--- src/rtl/ov7670_pkg.sv ---
// Shared definitions for the OV7670-style sensor model: FSM states,
// pattern mode encodings and the colour-bar palette.
package ov7670_pkg;

  typedef enum logic [2:0] {
    ST_IDLE,
    ST_VS,
    ST_VBP,
    ST_LINE,
    ST_HBLK,
    ST_VFP
  } state_e;

  // Any other mode value (3) falls back to the solid colour.
  localparam logic [1:0] MODE_SOLID = 2'd0;
  localparam logic [1:0] MODE_BARS  = 2'd1;
  localparam logic [1:0] MODE_RAMP  = 2'd2;

  localparam logic [15:0] BAR_0 = 16'hFFFF;
  localparam logic [15:0] BAR_1 = 16'hFFE0;
  localparam logic [15:0] BAR_2 = 16'h07FF;
  localparam logic [15:0] BAR_3 = 16'h07E0;
  localparam logic [15:0] BAR_4 = 16'hF81F;
  localparam logic [15:0] BAR_5 = 16'hF800;
  localparam logic [15:0] BAR_6 = 16'h001F;
  localparam logic [15:0] BAR_7 = 16'h0000;

  function automatic logic [15:0] bar_color(input logic [2:0] idx);
    logic [15:0] c;
    case (idx)
      3'd0:    c = BAR_0;
      3'd1:    c = BAR_1;
      3'd2:    c = BAR_2;
      3'd3:    c = BAR_3;
      3'd4:    c = BAR_4;
      3'd5:    c = BAR_5;
      3'd6:    c = BAR_6;
      default: c = BAR_7;
    endcase
    return c;
  endfunction

  function automatic int max_int(input int a, input int b);
    return (a > b) ? a : b;
  endfunction

endpackage

--- src/rtl/ov7670_pattern.sv ---
// Test-pattern byte generator: solid colour, eight colour bars, or a free
// running byte ramp that advances once per emitted line byte.
import ov7670_pkg::*;

module ov7670_pattern #(
  parameter int H_ACTIVE = 160,
  parameter int XW       = 8
) (
  input  logic          clk_i,
  input  logic          rst_i,
  input  logic          clear_i,
  input  logic          advance_i,
  input  logic [XW-1:0] x_i,
  input  logic          phase_i,
  input  logic [1:0]    mode_i,
  input  logic [15:0]   color_i,
  output logic [7:0]    byte_o
);

  localparam int BAR_W = H_ACTIVE / 8;

  logic [7:0]  ramp_q, ramp_d;
  logic [2:0]  bar;
  logic [15:0] pix;

  // Bar index by threshold compare, avoiding a divider for non-power-of-2 widths.
  always_comb begin
    bar = 3'd0;
    for (int k = 1; k < 8; k++) begin
      if (int'(x_i) >= k * BAR_W) bar = 3'(k);
    end
  end

  always_comb begin
    ramp_d = ramp_q;
    if (clear_i)        ramp_d = 8'd0;
    else if (advance_i) ramp_d = ramp_q + 8'd1;
  end

  always_ff @(posedge clk_i or posedge rst_i) begin
    if (rst_i) ramp_q <= 8'd0;
    else       ramp_q <= ramp_d;
  end

  always_comb begin
    pix    = color_i;
    byte_o = 8'd0;
    case (mode_i)
      MODE_BARS:  pix = bar_color(bar);
      MODE_SOLID: pix = color_i;
      default:    pix = color_i;
    endcase
    byte_o = phase_i ? pix[7:0] : pix[15:8];
    if (mode_i == MODE_RAMP) byte_o = ramp_q;
  end

endmodule

--- config.mk ---
export PLATFORM = sky130hd
export DESIGN_NAME = ov7670_pattern
export DESIGN_NICKNAME = d
export VERILOG_FILES = /design/src/rtl/ov7670_pkg.sv /design/src/rtl/ov7670_pattern.sv
export SDC_FILE = /design/constraint.sdc
export NUM_CORES = 1
export LEC_CHECK = 0
export CAP_MARGIN = 30
export CORE_MARGIN = 3
export CORE_UTILIZATION = 44
export CTS_CLUSTER_SIZE = 28
export DETAILED_ROUTE_END_ITERATION = 10
export DONT_BUFFER_PORTS = 1
export PLACE_DENSITY = 0.63
export SYNTH_ARGS = -nofsm -noshare
export SYNTH_HDL_FRONTEND = slang
export SYNTH_SLANG_ARGS = --single-unit
--- constraint.sdc ---
create_clock -name clk_i -period 1.3 [get_ports clk_i]
set_input_delay 0 -clock clk_i [delete_from_list [all_inputs] [get_ports clk_i]]
set_output_delay 0 -clock clk_i [all_outputs]
set_load 0.1 [all_outputs]
# Word-level counts from Yosys, hierarchy flattened
# Index checks and enable logic that the tools add are counted.
# word_totals
regBits,8
in_bits,31
out_inout_bits,8
word_cells,32
# op_classes
add_sub_neg,1
n_lt_le_gt_ge,7
n_eq_ne,8
n_mux,13
reduce_logical,2
# op_table
operator,count
$pmux W16 S7,1
$mux W8,4
$ge A8 B7 Y1 const B,3
$mux W3,6
$ge A8 B6 Y1 const B,2
$mux W16,1
$eq A3 B3 Y1 const B,3
$add A8 B1 Y8 const B,1
$ge A8 B5 Y1 const B,1
$ge A8 B8 Y1 const B,1
$eq A3 B2 Y1 const B,2
$eq A3 B1 Y1 const B,1
$logic_not A3 Y1,1
$eq A2 B1 Y1 const B,1
$eq A2 B2 Y1 const B,1
$reduce_bool A2 Y1,1
$mux W1,1

# Longest topological paths before layout
# Gate-level depths: netlist of the first run.
# logic_depth
word_depth,13
ltp_mapped,6
ltp_nobuf,5

# Worst setup path before layout of the first run
# No wires, ideal clock.
# synth_timing
kind,input to output
startpoint,input x_i[4]
endpoint,output byte_o[2]
arrival_ns,2.184
t_required_ns,1.300
path_slack_ns,-0.884
cell_stages,6
n_path_buf,1
path_cell_list,buf_4 o21ai_0 a41oi_2 a21oi_1 a21oi_1 o21ai_1
# synth_via
elab_chain_len,13
word_cells_on_any_way,25
cone_classes,order compare: 7; eq/ne: 6; mux: 11; reduce/logical: 1
# synth_lines
element,line,text
from (decl),ov7670_pattern.sv:13,"input logic [XW-1:0] x_i,"
$ge A8 B5 Y1,ov7670_pattern.sv:30,if (int'(x_i) >= k * BAR_W) bar = 3'(k);
$mux W1,ov7670_pattern.sv:30,
$mux W3 (5 in a row),ov7670_pattern.sv:30,
$mux W3 (*),ov7670_pattern.sv:30,
"$eq A3 B3 Y1, or another cell as far along",ov7670_pkg.sv:30,case (idx)
$pmux W16 S7 (*),ov7670_pkg.sv:30,
$mux W16 (*),ov7670_pattern.sv:48,case (mode_i)
$mux W8 (*),ov7670_pattern.sv:53,byte_o = phase_i ? pix[7:0] : pix[15:8];
$mux W8 (*),ov7670_pattern.sv:54,if (mode_i == MODE_RAMP) byte_o = ramp_q;
to (decl),ov7670_pattern.sv:17,output logic [7:0] byte_o
# Mark *: on every way between the ends. The rest lies on a longest branch, timed or not.

# Worst setup path in the final report of the first run
# layout_timing
startpoint,input mode_i[1]
endpoint,output byte_o[0]
# layout_via
elab_chain_len,4
word_cells_on_any_way,5
cone_classes,eq/ne: 2; mux: 3
# layout_lines
element,line,text
from (decl),ov7670_pattern.sv:15,"input logic [1:0] mode_i,"
$eq A2 B1 Y1,ov7670_pattern.sv:48,
$mux W16,ov7670_pattern.sv:48,
$mux W8,ov7670_pattern.sv:53,
$mux W8 (*),ov7670_pattern.sv:54,
# Marked as above.

==> results of run 1 <==
## stage by stage
step / power, mW / cells
3_5_place_dp: 0.898 / 165
5_1_grt: 1.18 / 171
4_1_cts: 1.11 / 171
3_3_place_gp: 0.891 / 165
2_1_floorplan: 0.748 / 131
6_report: 1.13 / 171
## final timing paths
path	endpoint	start	slack (ns)
max	byte_o[0]	mode_i[1]	0.01
min reg2reg	ramp_q[5]	ramp_q[5]	0.60
min	ramp_q[6]	advance_i	0.003
max reg2reg	ramp_q[5]	ramp_q[0]	0.06
min in group asynchronous	ramp_q[3]	rst_i	0.12
max in group asynchronous	ramp_q[1]	rst_i	0.94
## cell families after synthesis
logic type / count (synthesis) / synth area share
xor+xnor: 5 / 0.0457
mux: 1 / 0.0104
buf+inv: 14 / 0.0640
simple gates: 48 / 0.274
compound gates: 54 / 0.384
flops: 8 / 0.209
fa+ha+maj: 1 / 0.0131
## layout make-up
type                       instances  area [um2]  area share
timing repair buffer              17         235       0.163
multi-input combinational        109         923       0.639
clock buffer                       3        22.5      0.0156
tap                               27        33.8      0.0234
sequential                         8         200       0.139
inverter                           7        30.0      0.0208
## tightest hold or removal path: stages
cell	delay [ns]
sky130_fd_sc_hd__nand4_1	0.08
sky130_fd_sc_hd__xor2_1	0.07
sky130_fd_sc_hd__nor2_1	0.08
## repair_timing
item | in CTS | in global routing
gates resized for setup | 2 | 9
pin swaps | 5 | 2
setup buffers | 0 | 0
endpoints found under the setup margin | 6 | 9
hold buffers | 3 | 0
endpoints found under the hold margin | 16 | 0
## per-layer routing
| metal | vias up | wire length [um] |
|---|---|---|
| met5 | - | 0 |
| li1 | 508 | - |
| met4 | 0 | 63 |
| met1 | 493 | 1140 |
| met3 | 7 | 189 |
| met2 | 38 | 1570 |
## report_power, final
group	switching, mW	leakage (nW)	total [mW]	internal, mW
Clock	0.0892	0.0138	0.195	0.106
Sequential	0.0111	0.110	0.267	0.256
Combinational	0.412	0.415	0.666	0.254
Total	0.512	0.539	1.13	0.616
## layout by cell type, fill, tap and decap left out, types with 3 or more instances in the layout
| cell | count |
|---|---|
| sky130_fd_sc_hd__buf_4 | 6 |
| sky130_fd_sc_hd__o21ai_4 | 7 |
| sky130_fd_sc_hd__a21oi_2 | 3 |
| sky130_fd_sc_hd__o21ai_1 | 3 |
| sky130_fd_sc_hd__nor2_1 | 11 |
| sky130_fd_sc_hd__inv_1 | 6 |
| sky130_fd_sc_hd__dlygate4sd3_1 | 3 |
| sky130_fd_sc_hd__nand4_1 | 4 |
| sky130_fd_sc_hd__nor2b_1 | 6 |
| sky130_fd_sc_hd__a21oi_1 | 11 |
| sky130_fd_sc_hd__clkbuf_4 | 3 |
| sky130_fd_sc_hd__xor2_1 | 4 |
| sky130_fd_sc_hd__o311ai_2 | 3 |
| sky130_fd_sc_hd__dfrtp_1 | 8 |
| sky130_fd_sc_hd__buf_12 | 8 |
| sky130_fd_sc_hd__nand2_1 | 16 |
| sky130_fd_sc_hd__o21ai_0 | 7 |
==> impl_metrics.csv, run 1 <==
group,metric,value,unit
clocking,clk_path_buf_depth,2,
yosys,synth-edff-count,0,
sta,clock-skew-final,0.00434,ns
yosys,synth_area_leader_cell,"sky130_fd_sc_hd__dfrtp_1",
yosys,syn_avg_cell_area,7.32,um2
yosys,async_reset_ff_frac,1.00,
worst_setup_path,critical-path-slowest-cell,"sky130_fd_sc_hd__a211oi_4",
worst_setup_path,required,1.30,ns
flow_run,max_cap_viol_count,0,
clocking,cts.reportedPaths.clkPinSlew,0.05,ns
sta,post-route-worst-setup-slack,0.0133,ns
drt,detail-route-antenna-nets,0,
yosys,synthTopCellsByCount,"16 x sky130_fd_sc_hd__nand2_1, 14 x sky130_fd_sc_hd__a21oi_1, 12 x sky130_fd_sc_hd__nor2_1",
yosys,post-synth-top-area-fraction,0.209,
grt,grt_use_met3,0.0456,
sta,number_of_setup_violations_in_the_final_report,0,
final_layout,largest_reg_flops,8,
yosys,yosys_warnings,0,
worst_setup_path,timing.critical_path.slowest_cell_delay,0.31,ns
grt,antenna_found_initial,0,
sta,min_period,1.29,ns
drt,drc,0,
final_layout,areaGrowthSynthToFinish,50.8,%
pwr,vdd.ir_drop.worst,0.686,mV
min_path,worstHoldPathType,"in2reg",
final_layout,nNetsFinal,178,
placed_design,buffer_ports.inserted,0,
grt,grt_first_pass_wirelength,4.64,mm
clocking,clockRootBuffer,"sky130_fd_sc_hd__clkbuf_4",
placed_design,placed_area,1320,um2
drt,first_pass_iters,4,
sta,number_of_hold_violations_in_the_final_report,0,
pwr,power.density,780,nW/um2
sta,worst_slew_pin_slew,0.344,ns
worst_setup_path,worst_setup_path_start_kind,"input pin",
sta,relative_max_transition_margin,0.770,
clocking,cts_max_level,1,
drt,wirelength,2.97,mm
worst_setup_path,timing.critical_path.cells,"nor4b_2 -> a31oi_1 -> a211oi_4 -> o31ai_1 -> buf_4 -> o21ai_4 -> buf_12",
worst_setup_path,data_arrival_time_of_the_critical_path,1.29,ns
final_layout,registers.top_by_ff_count,"ramp_q",
grt,global_route.peak_usage_layer,"met2",
worst_setup_path,path_class,"in2out",
pwr,p_leak,0.539,nW
grt,globalRouteOverflowTotal,0,
drt,routed-via-count,1046,
final_layout,fraction_of_final_layout_cells_sized_beyond_drive_strength_1,0.347,
yosys,synth.cell_area,958,um2
floorplan,die_height,52.7,um
sta,post_route_clock_period_utilization,0.990,
grt,groute.usage.overall,0.225,
final_layout,reg_top3,"ramp_q: 8 flops",
grt,gr-usage-met2,0.390,
grt,grt_start_max_net_pins,22,
status,status,"completed",
floorplan,starting_density,0.479,
sta,timing.final.max_slew_violations,0,
final_layout,diodes,0,
floorplan,coreArea,2000,um2
yosys,synth_seq_cells,8,
yosys,synth_ff_type,"sky130_fd_sc_hd__dfrtp_1",
worst_setup_path,kind_of_cell_with_the_highest_combined_delay_on_the_critical_path,"compound AO/OA/AOI/OAI gates",
sta,fmax,0.777,GHz
sta,whs,0.00271,ns
grt,use_met1,0.256,
floorplan,die_w,52.7,um
drt,initialDrtViolationCount,24,
floorplan,num_io_pins,39,
yosys,yosys.cell_count.top_type,"sky130_fd_sc_hd__nand2_1",
yosys,ys_types,39,
worst_setup_path,worst-path-max-fanout,9,
worst_setup_path,end_kind,"output pin",
min_path,worstHoldPathCells,3,
clocking,clock_sinks,8,
grt,first_global_vias,1018,
sta,setup_tns,0,ns
final_layout,layout.core_utilization,0.722,
clocking,worstSkewPairLatency,0.26,ns
placed_design,finalWeightedCongestion,0.736,
clocking,cts_tree,"done",
yosys,synth_fp_nets,163,
sta,unrepaired_setup_endpoints_after_global_routing,"yes",
clocking,cts_made_buffers,3,
worst_setup_path,cp_num_buf_inv,2,
floorplan,fp.dieArea,2770,um2
yosys,synth_area_leaders,"sky130_fd_sc_hd__dfrtp_1 21%, sky130_fd_sc_hd__a21oi_1 7.3%, sky130_fd_sc_hd__nand2_1 6.3%",
worst_setup_path,worstSetupPathDepth,7,
drt,detail_routed_net_length_per_standard_cell,17.4,um
final_layout,fillCellCount,161,
floorplan,rows,16,
yosys,synth_sequential_area_ratio,0.209,
yosys,synthesis.instances,131,
final_layout,layout.cell_area.non_filler,1450,um2
placed_design,dpl_worst_slack,-0.0597,ns
placed_design,detailedPlacementHpwl,2.19,mm
worst_setup_path,reg2reg_depth,3,
drt,via_count_normalized_by_instance_count,6.12,
No activity file was read; power rests on OpenSTA's default activity.
==> run 2, diff against run 1 <==
Settings changed: PLACE_DENSITY 0.63 to 0.61.
==> impl_metrics.csv, run 2 (synthesized netlist as in run 1, its figures left out) <==
group,metric,value,unit
clocking,clk_path_buf_depth,2,
grt,antenna_found_initial,0,
drt,detail_routed_net_length_per_standard_cell,15.6,um
sta,worst_slew_pin_slew,0.374,ns
final_layout,reg_top3,"ramp_q: 8 flops",
drt,initialDrtViolationCount,34,
sta,number_of_hold_violations_in_the_final_report,0,
worst_setup_path,required,1.30,ns
final_layout,nNetsFinal,179,
drt,via_count_normalized_by_instance_count,6.06,
grt,grt_first_pass_wirelength,4.28,mm
worst_setup_path,rrSetupSlack,0.09,ns
floorplan,num_io_pins,39,
final_layout,finish.cell_count_without_fillers,172,
drt,drc,0,
sta,number_of_setup_violations_in_the_final_report,0,
floorplan,starting_density,0.479,
pwr,power.density,752,nW/um2
drt,detail-route-antenna-nets,0,
clocking,worstSkewPairLatency,0.24,ns
floorplan,rows,16,
final_layout,fraction_of_final_layout_cells_sized_beyond_drive_strength_1,0.359,
grt,globalRouteOverflowTotal,0,
pwr,switching_share,0.443,
placed_design,buffer_ports.inserted,0,
grt,first_global_vias,1001,
worst_setup_path,path_class,"in2out",
flow_run,max_cap_viol_count,0,
clocking,cts_made_buffers,3,
pwr,vdd.ir_drop.worst,0.600,mV
placed_design,detailedPlacementHpwl,2.09,mm
floorplan,fp.dieArea,2770,um2
pwr,intPower,609,uW
sta,fmax,0.789,GHz
worst_setup_path,worst-path-max-fanout,7,
final_layout,diodes,0,
pwr,p_leak,0.546,nW
final_layout,top_library_cells_by_usage_in_the_layout_fill_and_taps_aside,"16 x sky130_fd_sc_hd__nand2_1, 11 x sky130_fd_sc_hd__nor2_1, 11 x sky130_fd_sc_hd__a21oi_1",
placed_design,place.detailed.instances,166,
pwr,p_switching,485,uW
sta,relative_max_transition_margin,0.750,
drt,routed-via-count,1043,
drt,first_pass_iters,4,
final_layout,layout.core_utilization,0.726,
final_layout,layout_commonest_cell,"sky130_fd_sc_hd__nand2_1",
worst_setup_path,worst_setup_path_start_kind,"input pin",
grt,grt_start_max_net_pins,22,
pwr,power.share.sequential,0.242,
grt,groute.usage.overall,0.204,
drt,wirelength,2.68,mm
clocking,clock_sinks,8,
placed_design,finalWeightedCongestion,0.728,
floorplan,die_w,52.7,um
final_layout,registers.top_by_ff_count,"ramp_q",
clocking,clockRootBuffer,"sky130_fd_sc_hd__clkbuf_4",
status,status,"completed",
clocking,cts_max_level,1,
final_layout,largest_reg_flops,8,
sta,unrepaired_setup_endpoints_after_global_routing,"yes",
sta,min_period,1.27,ns
floorplan,coreArea,2000,um2
clocking,cts_tree,"done",
final_layout,areaGrowthSynthToFinish,51.7,%
floorplan,die_height,52.7,um
pwr,combPwrFrac,0.598,
sta,timing.final.max_slew_violations,0,
clocking,cts.reportedPaths.clkPinSlew,0.05,ns
worst_setup_path,data_arrival_time_of_the_critical_path,1.27,ns
min_path,worstHoldPathType,"in2reg",
pwr,p_clk_frac,0.160,
sta,post_route_clock_period_utilization,0.975,
sta,clock-skew-final,0.00101,ns
worst_setup_path,end_kind,"output pin",
run 2: cell types whose count changed in the layout (fill, tap and decap cells not counted), sizes merged:
cell / delta
buf: +1
run 2: layout make-up:
type	count	area, um2
Clock buffer	3	22.5
Fill cell	147	548
Inverter	7	30.0
Multi-Input combinational cell	109	925
Sequential cell	8	200
Tap cell	27	33.8
Timing Repair Buffer	18	243
run 2: per-stage QoR:
stage	total power [mW]	hold slack [ns]	TNS, ns	setup slack, ns	instance area, um2
final	1.09	0.0399	0	0.0321	1450
after global routing	1.14	0.0617	-0.0979	-0.0520	1450
after CTS	1.09	0.0264	-0.0213	-0.0130	1380
after detailed placement	0.895	-0.157	-0.0377	-0.0190	1330
after global placement	0.890	-0.159	0	0.00709	1330
after floorplan	0.748	-0.184	-0.260	-0.0576	1120
run 2: worst max-delay path, stage by stage:
cell                       delay (ns)
sky130_fd_sc_hd__nor4b_4         0.26
sky130_fd_sc_hd__a31oi_2         0.15
sky130_fd_sc_hd__a211oi_4        0.39
sky130_fd_sc_hd__o21ai_1         0.18
sky130_fd_sc_hd__o21ai_4         0.10
sky130_fd_sc_hd__buf_12          0.19
run 2: final timing paths:
check	start	to	cells past startpoint
worst min-delay path	advance_i	ramp_q[6]	3
min in group asynchronous	rst_i	ramp_q[4]	2
max in group asynchronous	rst_i	ramp_q[6]	2
worst min register to register	ramp_q[7]	ramp_q[7]	2
worst max-delay path	x_i[5]	byte_o[4]	6
worst max register to register	ramp_q[0]	ramp_q[5]	3
run 2: power by group through the flow:
stage	clock [mW]	sequential (mW)	combinational [mW]
2_1_floorplan	0	0.266	0.482
3_3_place_gp	0	0.267	0.623
3_5_place_dp	0	0.268	0.627
4_1_cts	0.183	0.264	0.641
5_1_grt	0.189	0.266	0.688
6_report	0.175	0.265	0.654
run 2: layer usage:
metal / part of all wire / wire length [um] / vias up / GRT usage
li1: - / - / 513 / -
met1: 0.40 / 1070 / 494 / 0.238
met2: 0.52 / 1410 / 36 / 0.378
met3: 0.078 / 208 / 0 / 0.0370
met4: 0 / 0 / 0 / 0.0511
met5: 0 / 0 / - / 0
run 2: timing repair:
item	CTS	global route
hold buffers	3	0
endpoints found under the setup margin	4	10
hold endpoints to repair	16	0
resized for setup	0	12
buffers inserted	0	2
pin swaps	5	6
